$ cat src/rtl/logic_cell_pkg.sv
// Shared definitions for the logic cell bank.
//   N_CELLS_DEF : default number of cells in a bank
//   lcb_state_e : bank control FSM states (encoding 2'd3 is unused)
package logic_cell_pkg;

    localparam int N_CELLS_DEF = 4;

    typedef enum logic [1:0] {
        IDLE  = 2'd0,
        RUN   = 2'd1,
        SHIFT = 2'd2
    } lcb_state_e;

endpackage

$ cat src/rtl/lcell_mux.sv
// One cell's combinational mux tree.
//   ta1/ta2/tb1/tb2, tsl/tab : top mux data and selects  -> tz
//   ba1/ba2/bb1/bb2, bsl/bab : bottom mux data and selects -> bz
//   tbs                      : picks bz (1) or tz (0)       -> cz
module lcell_mux (
    input  logic ta1,
    input  logic ta2,
    input  logic tb1,
    input  logic tb2,
    input  logic ba1,
    input  logic ba2,
    input  logic bb1,
    input  logic bb2,
    input  logic tsl,
    input  logic tab,
    input  logic bsl,
    input  logic bab,
    input  logic tbs,
    output logic tz,
    output logic bz,
    output logic cz
);

    logic t_a, t_b, b_a, b_b;

    // The sl select picks within a pair; the ab select then picks the pair.
    assign t_a = tsl ? ta2 : ta1;
    assign t_b = tsl ? tb2 : tb1;
    assign b_a = bsl ? ba2 : ba1;
    assign b_b = bsl ? bb2 : bb1;

    assign tz = tab ? t_b : t_a;
    assign bz = bab ? b_b : b_a;
    assign cz = tbs ? bz : tz;

endmodule

$ cat src/rtl/logic_cell_bank.sv
// Bank of N_CELLS logic cells: per-cell combinational mux tree plus one
// register per cell, controlled by an IDLE/RUN/SHIFT FSM. In RUN the
// registers load/set/clear per cell; in SHIFT they form a scan chain from
// scan_in (cell 0) to scan_out (cell N_CELLS-1) for exactly N_CELLS edges.
//   clk, rst_n                 : clock, async active-low reset
//   start, stop, shift_req     : commands; stop always wins
//   ta*/tb*/ba*/bb*, selects   : per-cell mux inputs -> tz, bz, cz
//   qdi, qds, qen, qst, qrt    : per-cell register controls (RUN only)
//   scan_in, scan_out          : scan chain ends
//   qz                         : register outputs
//   busy, shift_done, state    : status; shift_done pulses after the last shift
//
// Command semantics: commands are level-sampled on every rising edge; there
// is no handshake, so a command held high acts on every edge it is present.
module logic_cell_bank
    import logic_cell_pkg::*;
#(
    parameter int N_CELLS = N_CELLS_DEF,
    parameter int CNT_W   = $clog2(N_CELLS) + 1
) (
    input  logic               clk,
    input  logic               rst_n,
    input  logic               start,
    input  logic               stop,
    input  logic               shift_req,
    input  logic [N_CELLS-1:0] ta1,
    input  logic [N_CELLS-1:0] ta2,
    input  logic [N_CELLS-1:0] tb1,
    input  logic [N_CELLS-1:0] tb2,
    input  logic [N_CELLS-1:0] ba1,
    input  logic [N_CELLS-1:0] ba2,
    input  logic [N_CELLS-1:0] bb1,
    input  logic [N_CELLS-1:0] bb2,
    input  logic [N_CELLS-1:0] tsl,
    input  logic [N_CELLS-1:0] tab,
    input  logic [N_CELLS-1:0] bsl,
    input  logic [N_CELLS-1:0] bab,
    input  logic [N_CELLS-1:0] tbs,
    input  logic [N_CELLS-1:0] qdi,
    input  logic [N_CELLS-1:0] qds,
    input  logic [N_CELLS-1:0] qen,
    input  logic [N_CELLS-1:0] qst,
    input  logic [N_CELLS-1:0] qrt,
    input  logic               scan_in,
    output logic [N_CELLS-1:0] tz,
    output logic [N_CELLS-1:0] bz,
    output logic [N_CELLS-1:0] cz,
    output logic [N_CELLS-1:0] qz,
    output logic               scan_out,
    output logic               busy,
    output logic               shift_done,
    output logic [1:0]         state
);

    localparam logic [CNT_W-1:0] CNT_LAST = CNT_W'(N_CELLS - 1);

    lcb_state_e         state_q, state_d;
    logic [CNT_W-1:0]   cnt_q, cnt_d;
    logic [N_CELLS-1:0] qz_q, qz_d;
    logic               done_q, done_d;
    logic [N_CELLS-1:0] d_vec;
    logic [N_CELLS-1:0] run_upd;

    for (genvar i = 0; i < N_CELLS; i++) begin : g_cell
        lcell_mux u_mux (
            .ta1 (ta1[i]), .ta2 (ta2[i]), .tb1 (tb1[i]), .tb2 (tb2[i]),
            .ba1 (ba1[i]), .ba2 (ba2[i]), .bb1 (bb1[i]), .bb2 (bb2[i]),
            .tsl (tsl[i]), .tab (tab[i]), .bsl (bsl[i]), .bab (bab[i]),
            .tbs (tbs[i]),
            .tz  (tz[i]),  .bz  (bz[i]),  .cz  (cz[i])
        );
    end

    assign d_vec = (qds & qdi) | (~qds & cz);

    // Per-cell RUN update: clear beats set, set beats enable, else hold.
    assign run_upd = ~qrt & (qst | (qen & d_vec) | (~qen & qz_q));

    always_comb begin
        state_d = state_q;
        cnt_d   = cnt_q;
        qz_d    = qz_q;
        done_d  = 1'b0;
        case (state_q)
            IDLE: begin
                if (!stop && start) state_d = RUN;
            end
            RUN: begin
                qz_d = run_upd;
                if (stop) begin
                    state_d = IDLE;
                end else if (shift_req) begin
                    state_d = SHIFT;
                    cnt_d   = '0;
                end
            end
            SHIFT: begin
                // stop aborts before this edge's shift takes effect.
                if (stop) begin
                    state_d = IDLE;
                end else begin
                    qz_d  = {qz_q[N_CELLS-2:0], scan_in};
                    cnt_d = cnt_q + CNT_W'(1);
                    if (cnt_q == CNT_LAST) begin
                        state_d = RUN;
                        cnt_d   = '0;
                        done_d  = 1'b1;
                    end
                end
            end
            default: state_d = IDLE;
        endcase
    end

    always_ff @(posedge clk or negedge rst_n) begin
        if (!rst_n) begin
            state_q <= IDLE;
            cnt_q   <= '0;
            qz_q    <= '0;
            done_q  <= 1'b0;
        end else begin
            state_q <= state_d;
            cnt_q   <= cnt_d;
            qz_q    <= qz_d;
            done_q  <= done_d;
        end
    end

    assign qz         = qz_q;
    assign scan_out   = qz_q[N_CELLS-1];
    assign busy       = (state_q == SHIFT);
    assign shift_done = done_q;
    assign state      = state_q;

endmodule

$ cat config.mk
export PLATFORM = sky130hd
export DESIGN_NAME = logic_cell_bank
export DESIGN_NICKNAME = d
export VERILOG_FILES = /design/src/rtl/logic_cell_pkg.sv /design/src/rtl/lcell_mux.sv /design/src/rtl/logic_cell_bank.sv
export SDC_FILE = /design/constraint.sdc
export NUM_CORES = 1
export LEC_CHECK = 0
export BUFFER_PORTS_ARGS = -buffer_cell sky130_fd_sc_hd__buf_2
export CAP_MARGIN = 20
export CELL_PAD_IN_SITES_DETAIL_PLACEMENT = 0
export CELL_PAD_IN_SITES_GLOBAL_PLACEMENT = 1
export CORE_MARGIN = 2
export CORE_UTILIZATION = 19
export CTS_CLUSTER_SIZE = 25
export DETAILED_ROUTE_END_ITERATION = 8
export PLACE_DENSITY = 0.86
export SKIP_LAST_GASP = 1
export SYNTH_ARGS = -nofsm -noshare
export SYNTH_HDL_FRONTEND = slang
export SYNTH_HIERARCHICAL = 1
export SYNTH_SLANG_ARGS = --single-unit
export TNS_END_PERCENT = 30
$ cat constraint.sdc
create_clock -name clk -period 1.39 [get_ports clk]
set_clock_uncertainty 0.1 [all_clocks]
set_input_delay 0.278 -clock clk [delete_from_list [all_inputs] [get_ports clk]]
set_output_delay 0.278 -clock clk [all_outputs]
set_load 0.005 [all_outputs]
==> results.tsv <==
stage	metric	value	unit
outcome	status	complete, but fails checks	
outcome	violations	setup timing	
global_route	grt_util_met1	12.1	%
power	pwr-share-seq	32.7	%
drt	drt_pre_antenna_iters	4	
drt	drcViolationCount	0	
synthesis	ys.warnings.count	6	
placement	hpwl	2.34	mm
finish	final_common_cell	buf_2	
min_path	hp-class	in -> reg	
finish	final_net_count	271	
sta	whs	0.185	ns
global_route	grt_use_met3	4.04	%
global_route	grt_max_degree	11	
floorplan	chipHeight	70.4	um
global_route	grt_pass1_vias	1046	
synthesis	avgSynthCellArea	10.9	sq um
synthesis	synth-seq-cells	10	
setup_path	crit_arrival	1.26	ns
floorplan	fp.dieArea	4960	sq um
clocking	insertion_delay	0.23	ns
clocking	clock-sinks	10	
finish	final_cell_mix	buf_2, buf_6, buf_4	
synthesis	ys_types	24	
finish	antenna_cells	0	
power	power_density	762	nW/um^2
power	pwr-share-clk	23.4	%
sta	finalHoldViolCount	0	
power	swShare	29.1	%
global_route	antenna_found_initial	0	
synthesis	syn_nets	156	
sta	worst_slack	-0.252	ns
floorplan	io_pins	99	
floorplan	std_cell_rows	24	
power	vdd_drop_max	0.309	mV
drt	routed_via_density	4.54	
setup_path	cp_max_fo	2	
power	p_switching	365	uW
drt	drtIter0Drc	26	
finish	final_cells	242	
drt	ant_nets	0	
sta	period_share	118	%
clocking	cts_tree	built	
setup_path	start_kind	primary input	
floorplan	core	4290	sq um
placement	gp_congestion	0.740	
clocking	clk_pin_slew_worst_paths	0.04	ns
setup_path	timing.rr.start	state[1]$_DFFE_PN0P_	
global_route	grt.busiest_layer	met2	
synthesis	synth_area	838	sq um
placement	io_buffers	98	
setup_path	r2r_cells	6	
sta	drv_slew	0	
placement	placedCellCount	232	
floorplan	initial_core_util	19.5	%
synthesis	yosysSeqAreaShare	29.9	%
sta	period_minus_slack	1.64	ns
placement	pre_cts_ws	-0.375	ns
setup_path	reg2reg_slack	-0.11	ns
setup_path	r2r-end	qz[2]$_DFFE_PN0P_	
min_path	min_to	state[0]$_DFFE_PN0P_	
finish	syn_to_final_growth	96.6	%
clocking	cts.path.max_buffers	2	
drt	vias	1098	
sta	relSlewSlack	83.9	%
drt	wl	2.74	mm
global_route	met2_usage	20.1	%
drt	wl_per_cell	11.3	um
min_path	hold_path_startpoint	stop	
setup_path	cp.required	1.01	ns
sta	clock.fmax	609	MHz
power	combPwrFrac	43.9	%
global_route	globalRoute.totalOverflow	0	
global_route	grtUsageTotal	10.9	%
setup_path	path_class	in -> out	
power	p_int	890	uW
sta	tightestPinTransition	0.241	ns
finish	drive_gt1_share	67.9	%
sta	rsz0062_at_grt	true	
clocking	htree_levels	1	
power	leakage	0.856	nW
global_route	grt_pass1_wl	4.37	mm
flow_run	drv_cap	0	
sta	setup_viol	11	
clocking	root_buffer	clkbuf_8	
min_path	hold_depth	2	
floorplan	chipWidth	70.4	um
finish	fillers	437	
setup_path	crit_path_end_kind	primary output	
synthesis	syn_inst	77	
clocking	numCtsBuffers	3	
-- state kept, by name, indices dropped and copies added, names as in the netlist --
name / cells
shift_done: 1
state: 2
cnt_q: 3
qz: 4
-- kinds of logic after synthesis --
group,share of synthesized area [%]
flip-flops,29.9
AO/OA/AOI/OAI,14.0
adder cells (fa/ha/maj),1.49
buffers and inverters,3.88
AND/OR/NAND/NOR,19.1
multiplexers,31.6
-- per-stage QoR --
| stage | util (%) | total power, mW | instance area [sq um] | TNS [ns] |
|---|---|---|---|---|
| after floorplan | - | 0.648 | 853 | -1.03 |
| after global placement | 33.8 | 0.901 | 1450 | -2.44 |
| after detailed placement | 33.8 | 0.907 | 1450 | -2.60 |
| after CTS | 37.3 | 1.26 | 1600 | -1.58 |
| after global routing | 38.4 | 1.35 | 1650 | -2.24 |
| final | 38.4 | 1.26 | 1650 | -1.68 |
-- cell usage after synthesis --
cell type / number / area share (%)
nor2b_1: 5 / 3.7
nand2b_1: 3 / 2.2
mux2i_1: 4 / 4.8
clkbuf_8: 1 / 1.6
nand3b_1: 2 / 1.8
nor3_1: 9 / 5.4
o21a_1: 1 / 0.90
a31oi_1: 4 / 3.0
a21boi_0: 1 / 0.90
o21ai_0: 2 / 1.2
dfrtp_1: 10 / 30
a21o_1: 1 / 0.90
mux4_2: 8 / 21
mux2_2: 4 / 5.4
or2b_2: 1 / 1.0
nand2_1: 6 / 2.7
buf_4: 1 / 0.90
or2_2: 1 / 0.75
inv_1: 3 / 1.3
a2111o_1: 4 / 5.4
nor3b_1: 1 / 0.90
a21oi_1: 3 / 1.8
ha_1: 1 / 1.5
nand3_1: 1 / 0.60
-- worst max-delay path: stages --
cell	delay, ns
buf_6	0.07
mux4_2	0.50
mux2_4	0.30
buf_6	0.12
-- cell type report --
class                   instances  area, sq um  share of cell area (%)
clock buffers                   3         41.3                    2.51
inverters                       3         13.8                   0.835
multi-input cells              62          573                    34.8
flip-flops and latches         10          250                    15.2
well taps                      52         65.1                    3.95
repair buffers                112          704                    42.7
-- worst max-delay path by stage --
stage	end	slack (ns)	startpoint	cells after the start
floorplan	qz[0]$_DFFE_PN0P_	-0.21	tsl[0]	5
global placement	qz[1]$_DFFE_PN0P_	-0.35	tsl[1]	6
detailed placement	qz[0]$_DFFE_PN0P_	-0.38	tsl[0]	6
CTS	cz[0]	-0.26	tsl[0]	4
global route	cz[0]	-0.29	tsl[0]	4
finish	cz[0]	-0.25	tsl[0]	4
-- what timing repair did --
action / 4_1_cts / 5_1_grt
setup buffers: 4 / 2
setup endpoints to repair: 13 / 16
hold buffers: 1 / 0
gates resized for setup: 13 / 5
pin swaps: 0 / 0
hold endpoints to repair: 10 / 0
-- power by group through the flow --
stage | Sequential (mW) | Clock (mW) | Combinational, mW
detailed placement | 0.416 | 0 | 0.491
global route | 0.424 | 0.325 | 0.606
global placement | 0.415 | 0 | 0.486
finish | 0.411 | 0.294 | 0.551
floorplan | 0.412 | 0 | 0.236
CTS | 0.412 | 0.308 | 0.538
-- layer usage --
layer  up-vias  share of wire (%)
li1        530                  -
met1       507                 37
met2        61                 54
met3         0                9.6
met4         0                  0
met5         -                  0
Note: power is estimated with default switching activity, not from simulation.
